`config.mk`:
```
export PLATFORM = sky130hd
export DESIGN_NAME = fifo_wr_arbiter
export DESIGN_NICKNAME = d
export VERILOG_FILES = /design/src/rtl/fifo_arb_pkg.sv /design/src/rtl/fifo_wr_arbiter_rr_pick.sv /design/src/rtl/fifo_wr_arbiter.sv
export SDC_FILE = /design/constraint.sdc
export NUM_CORES = 1
export LEC_CHECK = 0
export BUFFER_PORTS_ARGS = -buffer_cell sky130_fd_sc_hd__buf_2
export CAP_MARGIN = 0
export CORE_MARGIN = 5
export CORE_UTILIZATION = 46
export DETAILED_ROUTE_END_ITERATION = 10
export PLACE_DENSITY = 0.83
export SYNTH_ARGS = -nofsm -noshare
export SYNTH_HDL_FRONTEND = slang
export SYNTH_SLANG_ARGS = --single-unit
```
`constraint.sdc`:
```
create_clock -name wr_clk -period 3.29 [get_ports wr_clk]
set_input_delay 0.658 -clock wr_clk [delete_from_list [all_inputs] [get_ports wr_clk]]
set_output_delay 0.658 -clock wr_clk [all_outputs]
set_load 0.005 [all_outputs]
```
`src/rtl/fifo_arb_pkg.sv`:
```
// Shared types and defaults for the FIFO write-port arbiter.
package fifo_arb_pkg;

  typedef enum logic {
    IDLE  = 1'b0,
    BURST = 1'b1
  } arb_state_e;

  localparam int unsigned N_REQ_DEF     = 4;
  localparam int unsigned DW_DEF        = 23;
  localparam int unsigned MAX_BURST_DEF = 16;

  function automatic int unsigned clog2(input int unsigned v);
    int unsigned r = 0;
    while ((32'd1 << r) < v) r = r + 1;
    return r;
  endfunction

endpackage

```
`src/rtl/fifo_wr_arbiter_rr_pick.sv`:
```
// Rotating-priority encoder: first set request at or after rr_ptr, wrapping.
module rr_pick
  import fifo_arb_pkg::*;
#(
  parameter int unsigned N_REQ = N_REQ_DEF,
  parameter int unsigned ID_W  = clog2(N_REQ_DEF)
) (
  input  logic [N_REQ-1:0] req,
  input  logic [ID_W-1:0]  rr_ptr,
  output logic             any,
  output logic [ID_W-1:0]  idx
);

  int unsigned j;

  // Scan from the lowest priority to the highest so the last hit wins.
  always_comb begin
    any = 1'b0;
    idx = '0;
    j   = 0;
    for (int unsigned k = N_REQ; k > 0; k--) begin
      j = (32'(rr_ptr) + k - 1) % N_REQ;
      if (req[j]) begin
        any = 1'b1;
        idx = ID_W'(j);
      end
    end
  end

endmodule

```
`src/rtl/fifo_wr_arbiter.sv`:
```
// Round-robin, burst-aware arbiter sharing the async FIFO write port.
module fifo_wr_arbiter
  import fifo_arb_pkg::*;
#(
  parameter int unsigned N_REQ     = N_REQ_DEF,
  parameter int unsigned DW        = DW_DEF,
  parameter int unsigned ID_W      = clog2(N_REQ_DEF),
  parameter int unsigned MAX_BURST = MAX_BURST_DEF
) (
  input  logic                wr_clk,
  input  logic                wr_rst,
  input  logic [N_REQ-1:0]    req_valid,
  input  logic [N_REQ-1:0]    req_last,
  input  logic [N_REQ*DW-1:0] req_data,
  output logic [N_REQ-1:0]    req_ready,
  input  logic                fifo_full,
  output logic                fifo_wr,
  output logic [DW-1:0]       fifo_din,
  output logic [ID_W-1:0]     grant_id,
  output logic                busy,
  output logic                burst_trunc
);

  localparam int unsigned CNT_W = (MAX_BURST > 1) ? clog2(MAX_BURST) : 1;

  arb_state_e       state;
  logic [ID_W-1:0]  rr_ptr;
  logic [CNT_W-1:0] beat_cnt;
  logic             hold_valid;
  logic [DW-1:0]    hold_data;

  logic             pick_any;
  logic [ID_W-1:0]  pick_idx;
  logic             own_ready;
  logic             accept;
  logic             own_last;
  logic             at_limit;
  logic [DW-1:0]    own_data;
  logic [ID_W-1:0]  rr_next;

  rr_pick #(
    .N_REQ (N_REQ),
    .ID_W  (ID_W)
  ) u_pick (
    .req    (req_valid),
    .rr_ptr (rr_ptr),
    .any    (pick_any),
    .idx    (pick_idx)
  );

  assign fifo_wr   = hold_valid & ~fifo_full;
  assign fifo_din  = hold_data;
  assign busy      = (state == BURST);
  // The hold register may refill in the same cycle it drains.
  assign own_ready = busy & (~hold_valid | fifo_wr);
  assign accept    = own_ready & req_valid[grant_id];
  assign own_last  = req_last[grant_id];
  assign own_data  = req_data[32'(grant_id)*DW +: DW];
  assign at_limit  = (beat_cnt == CNT_W'(MAX_BURST - 1));
  assign rr_next   = (grant_id == ID_W'(N_REQ - 1)) ? '0 : grant_id + 1'b1;

  always_comb begin
    req_ready           = '0;
    req_ready[grant_id] = own_ready;
  end

  always_ff @(posedge wr_clk or posedge wr_rst) begin
    if (wr_rst) begin
      state       <= IDLE;
      rr_ptr      <= '0;
      grant_id    <= '0;
      beat_cnt    <= '0;
      hold_valid  <= 1'b0;
      hold_data   <= '0;
      burst_trunc <= 1'b0;
    end else begin
      burst_trunc <= 1'b0;

      if (accept) begin
        hold_data  <= own_data;
        hold_valid <= 1'b1;
      end else if (fifo_wr) begin
        hold_valid <= 1'b0;
      end

      case (state)
        IDLE: begin
          if (pick_any) begin
            grant_id <= pick_idx;
            beat_cnt <= '0;
            state    <= BURST;
          end
        end
        BURST: begin
          if (accept) begin
            beat_cnt <= beat_cnt + 1'b1;
            if (own_last || at_limit) begin
              state       <= IDLE;
              rr_ptr      <= rr_next;
              burst_trunc <= ~own_last;
            end
          end
        end
        default: state <= IDLE;
      endcase
    end
  end

endmodule

```
==> impl_results.md <==
- Crit path max fanout: 29
- Worst Setup End Kind: output pin
- Clock root buffer: clkbuf_8
- Global-route wire length before repair: just under 10 mm
- Synth Area in Compound Gates: 4.17%
- Fin nets: 388
- Layout fillers: 352
- Largest family of logic cells by synthesized area: multiplexers
- Top sig layer: met4
- Hold Buf Count CTS: 0
- Post-Synth Adder-Cell Area: 2.98%
- Mux cell area share after synthesis: 40.3%
- Via Count: 1832
- Core box area: 4380 µm²
- RePlAce Congestion: 0.801
- Post-cts sizing count: 0
- Critical Path RT: roughly 2.6 ns
- All-Layer GR Usage: 20.1%
- Status: complete, no violations
- Hold Path Stages: 1
- Seq. cell area: 852 µm²
- Max Root-Sink Buffers: 2
- Initial core utilization: 47.9%
- Library cells used by synthesis: 31
- MaxCap Viol Count: 0
- Drt total wl: 5.94 mm
- Area of the multi-input gates: 1160 µm²
- FF-to-FF Start: grant_id[0]$_DFFE_PP0P_
- Final period util: between 60% and 70%
- YS warnings: 0
- Data arrival time of the worst path: ~1.6 ns
- Min Tclk post-route: 2.29 ns
- Ratio of cells with drive above 1 in the final layout: 69.4%
- Final setup TNS: 0 ns
- ANT cells: 0
- I/O Pins: 135
- Overflow left after global routing: 0
- CTS H-Tree Depth: 2
- Worst R2R End: rr_ptr[1]$_DFFE_PP0P_
- Fin. Hold Viols: 0
- Hold WC Path Type: register to register
- Fin. max-slew vios: 0
- Worst hold start: beat_cnt[3]$_DFFE_PP0P_
- Post-route setup slack: around 1 ns
- Pwr/cell area: approximately 800 nW/µm²
- Worst slew margin: around 38%
- Seq/Total Area, Yosys: approximately two fifths
- Antenna violations before repair: 0
- Number of setup buffers added after CTS: 0
- Met3 wire length: 468 µm
- IO Port Bufs: between 100 and 150
- Worst Clk Skew: 0.00355 ns
- Startpoint Class: register
- Cells after synthesis: 147
- WL/cell: 17.8 µm
- Drt pass-1 iters: 4
- Fin cells: 333
- Largest net degree at the start of global routing: 36
- CTS tree: done
- Die Ht: 77.6 µm
- Tightest Pin Transition: 0.936 ns
- Place WS: 0.975 ns
- Placed cells: between 300 and 400
- Sink Count: 34
- Iter 0 DRT Violations: 58
- Worst VDD drop: 0.392 mV
- Simple-Gate Fraction of Synth Area: 7.74%
- RSZ-0062 raised after global routing: false
- Final hold slack: just under 0.5 ns
- Clk pin slew, worst setup/hold paths: ~0.070 ns
- Worst Reg-to-Reg Cells: 4
- Syn_nets: 255
- Avg Cell Area, Syn: ~14 µm²
- Die ar.: 6020 µm²
- Via density: 5.50
- Row count: 24
- Vias in the first global route: 1984
- Met2 routed WL: 3.25 mm
- WHS Endpoint: beat_cnt[3]$_DFFE_PP0P_
- Syn-to-layout area delta: 37.0%
- Worst R2R Setup Slack: 1.11 ns
- Leakage: 1.41 nW
- Synthesized flop and latch total: 34
- DP HPWL: 4.77 mm
- Final ANT Viol Nets: 0
- Post-Synth XOR/XNOR Area: 0%
- Fmax: ~440 MHz
- DRC: 0
- DIE WIDTH: 77.6 µm
- Endpoints failing setup: 0
- Kind of critical path: register to output pin
- M1 WL: 2.10 mm
- Cts bufs inserted: 5
- Cell area after synthesis: roughly 2100 µm²
- Worst skew pair latency: 0.28 ns
cells in the mapped netlist:
cell type	instances	area share, %
buf_6	3	1.6
dfrtp_1	34	40
or2_4	1	0.42
nand2b_1	2	0.60
a21oi_1	3	0.71
mux4_2	25	27
or4_1	1	0.36
ha_1	5	3.0
nor2b_1	2	0.60
and3_1	4	1.2
nand3b_1	1	0.36
or3_1	1	0.30
buf_2	4	0.95
nand2_1	6	1.1
o21a_1	2	0.71
o22ai_1	1	0.30
mux2i_1	1	0.48
nand3_1	6	1.4
buf_4	1	0.36
o41ai_1	1	0.42
nand3_4	1	0.83
inv_1	5	0.89
o211ai_1	1	0.36
nor3_1	1	0.24
o21ai_0	4	0.95
nor2_1	2	0.36
clkbuf_1	3	0.54
mux2_2	22	12
mux2_4	1	0.71
o31ai_1	2	0.71
mux2_1	1	0.54
sequential cells by signal, summed over array words and instances, names as in the netlist:
register     cells
rr_ptr           2
fifo_din        23
hold_valid       1
beat_cnt         4
burst_trunc      1
grant_id         2
busy             1
how the worst max path moves through the flow:
stage / start / endpoint / depth (start not counted)
finish: grant_id[1]$_DFFE_PP0P_ / req_ready[0] / 5
global route: grant_id[1]$_DFFE_PP0P_ / req_ready[0] / 5
CTS: grant_id[1]$_DFFE_PP0P_ / req_ready[0] / 5
detailed placement: req_valid[3] / rr_ptr[1]$_DFFE_PP0P_ / 5
global placement: req_valid[3] / rr_ptr[1]$_DFFE_PP0P_ / 5
floorplan: grant_id[0]$_DFFE_PP0P_ / req_ready[0] / 5
layout make-up:
type                       instances  share of cell area, %
clock buffer                       7                   3.00
multi-input combinational         97                   40.3
sequential                        34                   29.6
clock inverter                     1                  0.174
inverter                           5                  0.652
timing repair buffer             137                   24.1
tap                               52                   2.26
through the flow:
step	utilization, %	total power, mW	instance area, µm²
after floorplan	-	1.69	2100
final	65.7	2.36	2880
after global routing	65.7	2.55	2880
after detailed placement	63.6	2.08	2790
after CTS	65.7	2.40	2880
after global placement	63.6	2.01	2790
where the power goes:
| part | total, mW | internal [mW] | switching [mW] |
|---|---|---|---|
| Clock | 0.316 | 0.169 | 0.147 |
| Combinational | 1.25 | 0.728 | 0.518 |
| Sequential | 0.802 | 0.631 | 0.171 |
routing by layer:
| layer | up-vias | global-route usage, % |
|---|---|---|
| met1 | 910 | 21.3 |
| met5 | - | 0 |
| li1 | 832 | - |
| met2 | 79 | 37.3 |
| met3 | 11 | 6.37 |
| met4 | 0 | 6.36 |
cell usage in the layout, fill, tap and decap left out, types with 2 or more instances in the layout:
cell	n
a21oi_1	3
inv_1	5
o31ai_1	2
o21a_1	2
buf_4	3
and3_1	4
mux2_2	22
nand3_1	6
nand2_1	6
ha_1	5
buf_2	134
nor2_1	2
mux4_2	25
nand2b_1	2
clkbuf_8	6
nor2b_1	2
o21ai_0	4
dfrtp_1	33
critical path, cell delays in order, from the launching register on:
cell     delay [ns]
dfrtp_1        0.38
buf_4          0.38
inv_1          0.12
ha_1           0.19
and3_1         0.15
buf_2          0.12
logic make-up (layout without fill, tap and decap cells):
kind of cell    after synthesis  count (layout)
buf+inv                      16             150
mux                          50              50
flops                        34              34
compound gates               14              14
fa+ha+maj                     5               5
simple gates                 28              28
(Power assumes the default switching activity.)
